[src/rtl/svnet_fifo_write_arbiter.sv]
// Round-robin arbiter sharing one FIFO write port among REQUESTERS producers.
// Each grant covers a burst of up to MAX_BURST words, and every write is gated on FIFO free space.
module svnet_fifo_write_arbiter #(
    parameter int WIDTH      = 1,
    parameter int DEPTH      = 1,
    parameter int REQUESTERS = 2,
    parameter int MAX_BURST  = 4
) (
    input  logic                                               clk,
    input  logic                                               rst_n,
    input  logic [REQUESTERS-1:0]                              req,
    input  logic [REQUESTERS*WIDTH-1:0]                        req_data,
    output logic [REQUESTERS-1:0]                              ack,
    input  logic [$clog2(DEPTH):0]                             fifo_free_space,
    output logic                                               fifo_write,
    output logic [WIDTH-1:0]                                   fifo_write_data,
    output logic [((REQUESTERS > 1) ? $clog2(REQUESTERS) : 1)-1:0] grant_id,
    output logic                                               busy
);

    localparam int GW = (REQUESTERS > 1) ? $clog2(REQUESTERS) : 1;
    localparam int CW = $clog2(MAX_BURST) + 1;

    typedef enum logic {IDLE, BURST} state_t;

    state_t          state_q, state_d;
    logic [GW-1:0]   grant_q, grant_d;
    logic [GW-1:0]   last_q, last_d;
    logic [CW-1:0]   count_q, count_d;
    logic [GW-1:0]   pick;
    logic [GW-1:0]   cand;
    logic            hit;
    logic            req_g;
    logic [WIDTH-1:0] data_g;

    // Lowest offset from last wins, so scan offsets from the far end down.
    always_comb begin
        hit  = 1'b0;
        pick = '0;
        cand = '0;
        for (int k = REQUESTERS; k >= 1; k--) begin
            cand = GW'((int'(last_q) + k) % REQUESTERS);
            if (req[cand]) begin
                hit  = 1'b1;
                pick = cand;
            end
        end
    end

    always_comb begin
        req_g  = 1'b0;
        data_g = '0;
        for (int i = 0; i < REQUESTERS; i++) begin
            if (grant_q == GW'(i)) begin
                req_g  = req[i];
                data_g = req_data[i*WIDTH +: WIDTH];
            end
        end
    end

    always_comb begin
        busy            = rst_n && (state_q == BURST);
        fifo_write      = busy && req_g && (fifo_free_space != '0);
        fifo_write_data = fifo_write ? data_g : '0;
        for (int i = 0; i < REQUESTERS; i++) begin
            ack[i] = fifo_write && (grant_q == GW'(i));
        end
        grant_id = grant_q;
    end

    always_comb begin
        state_d = state_q;
        grant_d = grant_q;
        last_d  = last_q;
        count_d = count_q;
        case (state_q)
            IDLE: begin
                if (hit) begin
                    grant_d = pick;
                    last_d  = pick;
                    count_d = '0;
                    state_d = BURST;
                end
            end
            BURST: begin
                // A stall (no free space) keeps both the grant and the count.
                if (!req_g) begin
                    state_d = IDLE;
                end else if (fifo_write) begin
                    if (count_q == CW'(MAX_BURST - 1)) begin
                        count_d = '0;
                        state_d = IDLE;
                    end else begin
                        count_d = count_q + CW'(1);
                    end
                end
            end
            default: state_d = IDLE;
        endcase
    end

    always_ff @(posedge clk) begin
        if (!rst_n) begin
            state_q <= IDLE;
            grant_q <= '0;
            last_q  <= GW'(REQUESTERS - 1);
            count_q <= '0;
        end else begin
            state_q <= state_d;
            grant_q <= grant_d;
            last_q  <= last_d;
            count_q <= count_d;
        end
    end

endmodule
[config.mk]
export PLATFORM = sky130hd
export DESIGN_NAME = svnet_fifo_write_arbiter
export DESIGN_NICKNAME = d
export VERILOG_FILES = /design/src/rtl/svnet_fifo_write_arbiter.sv
export SDC_FILE = /design/constraint.sdc
export NUM_CORES = 1
export LEC_CHECK = 0
export CORE_AREA = 4 4 41 43
export DETAILED_ROUTE_END_ITERATION = 10
export DIE_AREA = 0 0 45 47
export GPL_ROUTABILITY_DRIVEN = 0
export GPL_TIMING_DRIVEN = 0
export PLACE_DENSITY = 0.57
export SETUP_SLACK_MARGIN = 0.2
export SYNTH_ARGS = -nofsm -noshare
export SYNTH_HDL_FRONTEND = slang
export SYNTH_SLANG_ARGS = --single-unit
[constraint.sdc]
create_clock -name clk -period 1.2 [get_ports clk]
set_input_delay 0.24 -clock clk [delete_from_list [all_inputs] [get_ports clk]]
set_output_delay 0.24 -clock clk [all_outputs]
set_load 0.05 [all_outputs]
# Yosys cells after proc, flatten, opt, wreduce, memory -nomap -nowiden
# Cells that the tools add are included.
# word_totals
latch_bits	0
ramBits	0
memories	0
romBits	0
wordCells	43
out_inout_bits	6
in_bits	7
reg_bits	6
# op_classes
magnitude_cmp	2
div	0
bitwise	2
multipliers	0
reduce_logical	7
addsub	3
shift	0
eq_ne	4
mux	21
# ops
operator	count
$mux 1	15
$mux 3	4
$pmux 3 s2	1
$logic_and 1x1->1	5
$lt 1x2->1 const B	2
$ne 2x2->1 const B	2
$add 3x1->3 const B	1
$eq 3x2->1 const B	1
$reduce_and 3->1	1
$add 1x1->1 const B	2
$ne 2x1->1 const B	1
$not 1->1	2
$pmux 1 s2	1
$reduce_and 2->1	1

# Depth between registers and ports, before layout
# Gate-level depths: netlist of run 1.
# logic_depth
word_depth	7
ltp_mapped	4
mapped_depth_nobuf	4

# Worst setup path before layout of run 1
# No wires, ideal clock.
# synth_path
kind	reg2out
startpoint	register state_q
endpoint	output port ack[0]
arrival_ns	1.905
setup_slack_ns	-0.945
path_buffers	0
required_ns	0.960
stages_incl_launch_ff	4
cell_sequence	dfxtp_1 and2_4 nand2_1 nor3b_1
# synth_between
elab_chain_cells	4
# synth_lines
item	line_no	text
from (decl)	26	state_t state_q, state_d;
from (signal assigned)	109	state_q <= state_d;
$logic_and 1x1->1	62	busy = rst_n && (state_q == BURST);
net busy	18	output logic busy
$logic_and 1x1->1 (2 in a row)	63	fifo_write = busy && req_g && (fifo_free_space != '0);
$logic_and 1x1->1	66	ack[i] = fifo_write && (grant_q == GW'(i));
to (decl)	13	output logic [REQUESTERS-1:0] ack,
# The timed path passes the listed nets, and every way through them passes these cells.

# Worst setup path after layout of run 1
# layout_path
startpoint	register state_q
endpoint	output port ack[0]
# layout_between
elab_chain_cells	4
# layout_lines
item	line_no
$logic_and 1x1->1	62
$logic_and 1x1->1 (2 in a row)	63
$logic_and 1x1->1	66
# No other way between the ends.

==> reports/qor.yml, run 1 <==
avgSynthCellArea_sq_um: 8.54
clock.fmax_mhz: 715
peakVddDrop_mv: 0.514
vias: 354
crit_chain: "and2_4 > nand2_4 > nor3b_4 > buf_6"
yosysWarnings: 0
tightest_slew_ps: 312
htree_levels: 1
layout_setup_ws_ps: -198
top_layer: "met4"
ys_ff_latch: 6
max_cap_violations: 0
final_common_cell: "buf_6"
crit_fanout: 4
cts-buffers-inserted: 3
cts-root-buf: "clkbuf_4"
crit_path_top_delay_cell: "dfxtp_2"
cts_tree: "yes"
dpl-instance-area_sq_um: 543
worstHoldPathType: "in2reg"
dpl.hpwl_um: 650
cts.sinks: 6
fin_crit_ps: 1400
outcome: "complete, but fails checks"
cp-end-kind: "output port"
routed_via_density: 4.60
dp_slack_ps: -1060
avgRoutedWirePerCell_um: 11.7
worst_ep_required_time_ps: 960
track_usage_pct: 11.4
skew_ps: 6.22
fin_crit_sh_pct: 117
violations: "negative setup slack"
cellPowerDensity_nw_per_um2: 886
portBuffers: 11
antenna_found_initial: 0
r2r_setup_slack_ps: -10
synth_area_sq_um: 350
final_area_sq_um: 668
slew_headroom_pct: 79.2
area_growth_pct: 90.7
ioPinCount: 13
met2_length_um: 459
critPathKind: "reg2out"
die_y_um: 47
fp.dieW_um: 45
drt_iter0_markers: 4
antenna_cells: 0
rsz0062_at_grt: "yes"
die-area_sq_um: 2120
ant_nets: 0
multi_input_area_sq_um: 299
coreArea_sq_um: 1300
seq_area_frac_synth_pct: 34.3
hold_ws_ps: 188
drc: 0
synth.distinct_cells: 21
hold_violations: 0
first_pass_iters: 4
ff_latch_area_sq_um: 128
synth_cells: 41
row_count: 13
grt_pass1_vias: 375
synthesis.nets: 49
nets: 71
crit_path_start_kind: "register"
grt_max_degree: 10
met1_length_um: 406
overflow: 0
critPathMaxStageDelay_ps: 320
most-common-layout-cells: "buf_6, nand2_1, nand3_1"
start_util_pct: 26.9
setup_viol: 6
ctsLongestPathBuffers: 2
routed_wl_um: 904
drv_slew: 0
insertion_delay_ps: 240
arrival_ps: 1160
fillCellCount: 136
setup_tns_ps: -773
grt_first_pass_wirelength_um: 1710
path_clk_slew_ps: 50
power_leakage_uw: 0.000261
drive_gt1_share_pct: 53.2
dr_wl_met3_um: 26
-- stage by stage --
step	util (%)	std cells	total power, uW
after floorplan	-	41	315
after detailed placement	41.7	67	364
final	51.3	77	592
after global routing	51.3	77	628
after global placement	41.7	67	364
after CTS	49.9	76	603
-- worst paths after layout --
kind              start    endpoint  cells after the start
max             state_q      ack[0]                      4
min               rst_n      last_q                      2
max reg2reg     state_q  count_q[0]                      5
min reg2reg  count_q[1]  count_q[1]                      2
-- sequential cells by signal (all words and copies together) (netlist names) --
name / flops
grant_id: 1
count_q: 3
state_q: 1
last_q: 1
-- synthesized netlist by cell type --
library cell	number	share of area, %
nand2_1	7	7.5
dfxtp_1	6	34
nand3_1	4	5.7
mux2i_1	3	8.6
a21oi_1	2	2.9
nor2_1	2	2.1
nor2b_1	2	3.6
nor3b_1	2	4.3
a21boi_2	1	3.2
a21o_1	1	2.1
a32oi_1	1	2.5
and2_4	1	2.5
buf_6	1	3.2
ha_1	1	3.6
inv_1	1	1.1
nand2b_1	1	1.8
nand3b_1	1	2.1
nor2_2	1	1.8
o21bai_1	1	2.1
o32ai_1	1	2.5
or3b_1	1	2.5
-- per-layer routing --
metal	global-route usage [%]	vias up
met4	11.7	0
met1	13.9	160
met3	1.53	2
met2	16.7	4
met5	0	-
li1	-	188
-- report_power, final --
| part | internal (uW) | switching (uW) | total (uW) |
|---|---|---|---|
| sequential | 210 | 12.0 | 222 |
| combinational | 88.0 | 83.4 | 171 |
| clock | 126 | 72.9 | 199 |
| total | 424 | 168 | 592 |
-- what timing repair did --
| item | CTS | global route |
|---|---|---|
| resized for setup | 54 | 3 |
| pin swaps | 3 | 1 |
| setup endpoints to repair | 12 | 10 |
| hold buffers | 0 | 0 |
| buffers inserted | 5 | 1 |
-- worst max-delay path: cells and delay by family (launching register included) --
family / cells / cell delay, ps
and+or+nand+nor: 3 / 410
DFF: 1 / 320
buffers and inverters: 1 / 180
-- kinds of logic after synthesis --
kind of cell | after synthesis | synth area share (%)
AOI/OAI and AO/OA | 7 | 15.4
adders and majority gates | 1 | 3.57
buffers and inverters | 2 | 4.28
DFF | 6 | 34.3
muxes | 3 | 8.57
and+or+nand+nor | 22 | 33.9
-- layout make-up --
type                            instances  share of cell area, %
Buffer                                  1                   2.25
Clock buffer                            4                   3.93
Inverter                                1                  0.562
Multi-Input combinational cell         33                   44.8
Sequential cell                         6                   19.1
Tap cell                               15                   2.81
Timing Repair Buffer                   17                   26.6
(Power assumes the default switching activity.)
==> run 2: changes to the inputs <==
--- a/config.mk
+++ b/config.mk
@@ -6,11 +6,11 @@
 export NUM_CORES = 1
 export LEC_CHECK = 0
 export CORE_AREA = 4 4 41 43
+export CTS_CLUSTER_DIAMETER = 100
 export DETAILED_ROUTE_END_ITERATION = 10
 export DIE_AREA = 0 0 45 47
 export GPL_ROUTABILITY_DRIVEN = 0
 export GPL_TIMING_DRIVEN = 0
-export PLACE_DENSITY = 0.57
 export SETUP_SLACK_MARGIN = 0.2
 export SYNTH_ARGS = -nofsm -noshare
 export SYNTH_HDL_FRONTEND = slang
==> constraint.sdc (replaced) <==
create_clock -name clk -period 1.5 [get_ports clk]
set_input_delay 0.3 -clock clk [delete_from_list [all_inputs] [get_ports clk]]
set_output_delay 0.3 -clock clk [all_outputs]
set_load 0.05 [all_outputs]
==> reports/qor.yml, run 2 (same netlist as run 1, synthesis figures left out) <==
hp-start: "rst_n"
track_usage_pct: 9.65
grt_first_pass_wirelength_um: 1400
routed_via_density: 4.73
first_pass_iters: 3
met1_length_um: 390
insertion_delay_ps: 240
crit_path_start_kind: "register"
cts-buffers-inserted: 3
max_cap_violations: 0
cts_tree: "yes"
area_growth_pct: 63.6
die_y_um: 47
cp-end-kind: "output port"
outcome: "complete, no violations"
top_layer: "met4"
worst_ep_required_time_ps: 1200
met2_length_um: 362
fillCellCount: 145
drv_slew: 0
fp.dieW_um: 45
htree_levels: 1
dpl-instance-area_sq_um: 512
crit_start: "state_q"
rsz0062_at_grt: "yes"
antenna_cells: 0
cts.sinks: 6
tightest_slew_ps: 353
total_power_uw: 436
avgRoutedWirePerCell_um: 11.1
reg2reg_from: "count_q[0]"
portBuffers: 11
final_common_cell: "nand2_1"
layout_setup_ws_ps: 50.2
cellPowerDensity_nw_per_um2: 762
power_leakage_uw: 0.000245
grt_max_degree: 10
ctsLongestPathBuffers: 2
coreArea_sq_um: 1300
drive_gt1_share_pct: 43.3
skew_ps: 1.97
top_register: "count_q"
path_clk_slew_ps: 50
arrival_ps: 1150
row_count: 13
die-area_sq_um: 2120
peakVddDrop_mv: 0.465
dp_slack_ps: -788
multi_input_area_sq_um: 246
critPathKind: "reg2out"
worstHoldPathType: "in2reg"
clock.fmax_mhz: 690
dr_wl_met3_um: 68
start_util_pct: 26.9
setup_viol: 0
hold_violations: 0
vias: 355
fin_crit_sh_pct: 96.7
antenna_found_initial: 0
cts-root-buf: "clkbuf_4"
dpl.hpwl_um: 604
largest_reg_flops: 3
routed_wl_um: 830
fin_crit_ps: 1450
crit_fanout: 4
ioPinCount: 13
ant_nets: 0
nets: 70
grt_pass1_vias: 339
overflow: 0
drc: 0
most-common-layout-cells: "nand2_1, buf_4"
drt_iter0_markers: 4
final_area_sq_um: 573
ff_latch_area_sq_um: 125
slew_headroom_pct: 76.4
==> run 2: cell count changes in the layout (fill, tap and decap cells not counted), sizes merged <==
| cell | before | now |
|---|---|---|
| clkdlybuf4s15 | 0 | 2 |
| clkdlybuf4s50 | 2 | 0 |
| buf | 13 | 11 |
==> run 2: worst paths after layout <==
kind,endpoint,slack (ps),cells past startpoint
setup / recovery,ack[0],50,4
hold / removal,last_q,250,2
setup reg to reg,count_q[0],300,4
hold reg to reg,count_q[1],490,2
==> run 2: cell type report <==
class | count | area share (%)
clock buffer | 3 | 3.93
timing repair buffer | 16 | 24.7
sequential | 6 | 21.8
multi-input combinational | 33 | 43.0
tap | 15 | 3.28
buffer | 1 | 2.62
inverter | 1 | 0.655
==> run 2: metrics by stage <==
step	TNS (ps)	util, %	cells	hold slack (ps)
detailed placement	-3360	39.3	67	481
global route	-12.4	44.0	75	243
CTS	0	42.2	73	239
global placement	-3310	39.3	67	467
finish	0	44.0	75	245
floorplan	-35.2	-	41	450
==> run 2: critical path, cell delays in order (launching register included) <==
cell and delay (ps):
dfxtp_2 320, and2_4 160, nand2_4 70, nor3b_4 180, buf_6 180
==> run 2: routing by layer <==
layer | up-vias | GRT usage [%]
met3 | 2 | 2.68
met2 | 11 | 14.4
li1 | 188 | -
met4 | 0 | 8.77
met1 | 154 | 11.2
met5 | - | 0
==> run 2: power breakdown <==
part           leakage [uW]  internal, uW  total (uW)  switching, uW
clock             0.0000138          90.4         148           57.1
sequential        0.0000500           168         174           6.67
combinational      0.000181          53.3         115           61.4
==> run 2: timing repair <==
item / CTS / global route
pin swaps: 2 / 1
hold buffers: 0 / 0
resized for setup: 45 / 4
setup buffers: 3 / 2
endpoints found under the setup margin: 8 / 5
==> run 3: changes to the inputs <==
--- a/config.mk
+++ b/config.mk
@@ -15,3 +15,4 @@
 export SYNTH_ARGS = -nofsm -noshare
 export SYNTH_HDL_FRONTEND = slang
 export SYNTH_SLANG_ARGS = --single-unit
+export TNS_END_PERCENT = 100
==> results of run 3 <==
The final DEF is identical to that of run 2; final timing and power are the same.
==> patch 1 (config.mk and constraints of run 1) <==
Change the parameter `MAX_BURST` from 4 to 8.
--- a/src/rtl/svnet_fifo_write_arbiter.sv
+++ b/src/rtl/svnet_fifo_write_arbiter.sv
@@ -4,7 +4,7 @@
     parameter int WIDTH      = 1,
     parameter int DEPTH      = 1,
     parameter int REQUESTERS = 2,
-    parameter int MAX_BURST  = 4
+    parameter int MAX_BURST  = 8
 ) (
     input  logic                                               clk,
     input  logic                                               rst_n,
Behaviour: not the same (Yosys sat finds a counterexample within 10 cycles, from zero or initial values and one cycle with rst_n low).
==> patch 1 against run 1 <==
- design area is 12% higher
- power is 18% higher
- the run still ends with negative setup slack left
- largest power group unchanged
- setup slack better by 8.2 ps
- non-clock buffer count is 2 higher
- global-route usage is 1.6 points higher
- synthesized area is 15% higher
- sequential cell count is 1 higher
- routed wire length is 38% higher
- critical path depth is 1 lower
==> patch 1: results (changes against run 1) <==
[status]
run_status = finished, violations left
violations = negative setup slack

[critical_path]
rr_startpoint = grant_id$_SDFFE_PN0P_
r2r_setup_slack_ps = -180  ; -170 ps
critPathCapture = fifo_write
cpPeakStageDelay_ps = 400  ; +80 ps
r2r.worst_path.cells = 4  ; -1
crit_arrival_ps = 1150
crit_family = flip-flops
crit_slowest_cell = dfxtp_4
worstReg2RegEnd = count_q[3]$_SDFFE_PN0P_
crit_fanout = 7  ; +3

[placed_design]
dpl_worst_slack_ps = -1190  ; -125 ps
dp_hpwl_um = 809  ; +24%
post-place-cells = 75  ; +12%
port_buffers = 12  ; +1
placed_area_um2 = 608  ; +12%

[grt]
grt_max_degree = 8  ; -2
gr-usage-all-layers_pct = 13.0  ; +1.6 points
use_met2_pct = 21.8  ; +5.1 points
grt_pass1_vias = 430  ; +15%
use_met1_pct = 14.4  ; +0.49 points
grt_pass1_wl_um = 1890  ; +10%
grt_util_met3_pct = 3.45  ; +1.9 points

[cells_and_area]
drive_gt1_share_pct = 48.6  ; -4.6 points
fill_cells = 122  ; -10%
nets = 81  ; +14%
antennaDiodeCount = 0  ; unchanged
fin_area_um2 = 748  ; +12%
largest_register_ff_count = 4  ; +1

[logic_synthesis]
synth_cells = 48  ; +17%
synth_nets = 56  ; +14%
ys_seq_area_share_pct = 34.9  ; +0.61 points
synth.distinct_cells = 23  ; +9.5%
synth_area_leaders = dfxtp_1, mux2i_1, nand2_1
synth_common_cells = dfxtp_1, nand2_1, nor2_1

[drt]
vias_per_cell = 5.39  ; +17%
wl_per_cell_um = 14.4  ; +22%
firstDrtPassIters = 5  ; +1
dr_wl_met3_um = 110  ; +320%
vias = 469  ; +32%
drt_iter0_drc = 3  ; -1
wirelength_met1_um = 469  ; +16%
dr_wl_met2_um = 650  ; +42%

[sta]
fin_setup_tns_ps = -1060  ; -289 ps
fin_hold_ws_ps = 358  ; +170 ps
slew_headroom_pct = 79.2  ; about the same
finalSetupViolCount = 8  ; +2
fin_ws_ps = -190  ; +8.18 ps
fin_skew_ps = 2.22  ; -4.00 ps

[power_and_ir_drop]
leakagePower_nw = 0.293  ; +12%
peakVddDrop_mv = 0.403  ; -22%
p_sw_mw = 0.221  ; +31%

[clocking]
cts_inserted_buffers = 3  ; unchanged

patch 1: layout make-up:
cell class	instances	share of cell area [%]
Clock buffer	4	3.51
Inverter	3	1.51
Multi-Input combinational cell	38	47.0
Sequential cell	7	19.7
Tap cell	15	2.51
Timing Repair Buffer	20	25.8
patch 1: cells by family (layout without fill, tap and decap cells):
logic type / after synthesis / in the layout / share of synthesized area (%)
adder cells (fa/ha/maj): 1 / 1 / 3.11
AO/OA/AOI/OAI: 11 / 11 / 19.9
multiplexers: 4 / 4 / 10.3
AND/OR/NAND/NOR: 22 / 22 / 29.0
flip-flops: 7 / 7 / 34.9
buffers and inverters: 3 / 27 / 2.80
patch 1: power groups by stage:
stage          combinational [mW]  sequential (mW)  clock (mW)
3_3_place_gp                0.160            0.278           0
3_5_place_dp                0.160            0.279           0
6_report                    0.207            0.270       0.219
5_1_grt                     0.222            0.273       0.237
2_1_floorplan              0.0957            0.281           0
4_1_cts                     0.190            0.271       0.227
==> patch 2 (config.mk and constraints of run 1) <==
Without the edit above. Make the reset (`rst_n`) asynchronous in one clocked block.
--- a/src/rtl/svnet_fifo_write_arbiter.sv
+++ b/src/rtl/svnet_fifo_write_arbiter.sv
@@ -99,7 +99,7 @@
         endcase
     end
 
-    always_ff @(posedge clk) begin
+    always_ff @(posedge clk or negedge rst_n) begin
         if (!rst_n) begin
             state_q <= IDLE;
             grant_q <= '0;
Behaviour: differs if rst_n is asserted again (counterexample within 4 cycles, from zero or initial values and one cycle with rst_n low); with rst_n held inactive, the same outputs for 10 cycles.
==> patch 2 against run 1 <==
- critical path depth up 1
- maximum frequency decreased by 4.4%
- sequential share of layout area up 1.0 points
- routed wire length grew 16%
- via count is 14% higher
- count of clock-buffer cells in the layout unchanged
- design area increased by 13%
- the flow still finishes with violations (negative setup slack)
- non-clock buffer count rose by 6
- setup slack got worse by 64 ps
- sequential cell count unchanged
- synthesized area up 5.4%
Power is not compared: it rests on default switching activity, and its combinational part moved more than twofold at a synthesized area within 25%.
==> patch 2: results (changes against run 1) <==
[status]
run_status = finished, violations left
violations = negative setup slack

[placed_design]
port_buffers = 12  ; +1
dpl_worst_slack_ps = -1280  ; -219 ps
dp_hpwl_um = 693  ; +6.5%
post-place-cells = 70  ; +4.5%

[drt]
vias = 402  ; +14%
topRoutingLayerUsed = met3
wirelength_met1_um = 461  ; +14%
dr_wl_met2_um = 536  ; +17%
dr_wl_met3_um = 50  ; +92%
firstDrtPassIters = 2  ; -2
vias_per_cell = 4.73  ; +2.9%
routed_wl_um = 1050  ; +16%

[grt]
gr-usage-all-layers_pct = 11.6  ; +0.20 points
grt_util_met3_pct = 6.90  ; +5.4 points
grt_antenna_before_repair = 0  ; unchanged
grt_pass1_wl_um = 1680  ; -1.6%
grt_pass1_vias = 378  ; +0.80%
use_met2_pct = 19.5  ; +2.8 points
use_met1_pct = 12.9  ; -0.99 points

[critical_path]
crit_fanout = 5  ; +1
r2r_setup_slack_ps = -150  ; -140 ps
cpPeakStageDelay_ps = 340  ; +20 ps
critPathCapture = fifo_write
crit_arrival_ps = 1220  ; +60 ps
r2r.worst_path.cells = 7  ; +2
rr_startpoint = state_q$_DFF_PN0_
crit_slowest_cell = dfrtp_1
worstReg2RegEnd = count_q[1]$_DFFE_PN0P_
crit_family = flip-flops

[logic_synthesis]
async_flop_share_pct = 100  ; +100 points
ys_seq_area_share_pct = 41.0  ; +6.7 points
synth_adder_area_share_pct = 3.39  ; -0.18 points
synth_cells = 43  ; +4.9%
synth_area_leaders = dfrtp_1, a21oi_1, dfstp_2
synthMuxAreaShare_pct = 0  ; -8.6 points
synth_common_cells = a21oi_1, dfrtp_1, nand2_1, nand3_1, nand2b_1
synth_xor_area_share_pct = 0  ; unchanged
synth_nets = 51  ; +4.1%
synth_compound_area_share_pct = 19.7  ; +4.3 points

[sta]
fin_ws_ps = -262  ; -64.1 ps
finalSetupViolCount = 10  ; +4
fin_skew_ps = 12.4  ; +6.22 ps

[cells_and_area]
multi_input_gates = 35  ; +6.1%
drive_gt1_share_pct = 58.6  ; +5.3 points
nNonClkBuffers = 24  ; +6
sh_seq_area_pct = 20.1  ; +1.0 points
clock_area_share_pct = 3.47  ; -0.47 points
fill_cells = 118  ; -13%
buf_share_pct = 32.2  ; +3.3 points
multi_input_area_share_pct = 41.3  ; -3.5 points
regMostFlops = count_q
nets = 79  ; +11%

[worst_hold_path]
min_path_type = input pin to asynchronous set/reset pin

[power_and_ir_drop]
pg_seq_mw = 0.347

## patch 2: repair_timing
item / CTS / global route
buffers inserted: 6 / 4
setup endpoints to repair: 12 / 12
gates resized for setup: 49 / 14
endpoints found under the hold margin: 5 / 0
hold buffers: 1 / 0
pin swaps: 2 / 1
## patch 2: per-stage QoR
| step | cell area, µm² | hold WS (ps) | power [mW] | setup TNS (ps) |
|---|---|---|---|---|
| after floorplan | 449 | -55.6 | 0.789 | -668 |
| after global placement | 588 | 486 | 0.940 | -8180 |
| after detailed placement | 588 | 488 | 0.942 | -8210 |
| after CTS | 674 | 75.7 | 1.29 | -1360 |
| after global routing | 758 | 66.1 | 1.60 | -2190 |
| final | 758 | 82.8 | 1.49 | -1610 |
## patch 2: worst reg2reg max path, stage by stage (launching register included)
cell,delay (ps)
dfrtp_1,370
buf_6,110
buf_4,120
buf_8,120
nand2b_4,60
a21oi_2,80
or2_4,280
o211ai_2,130
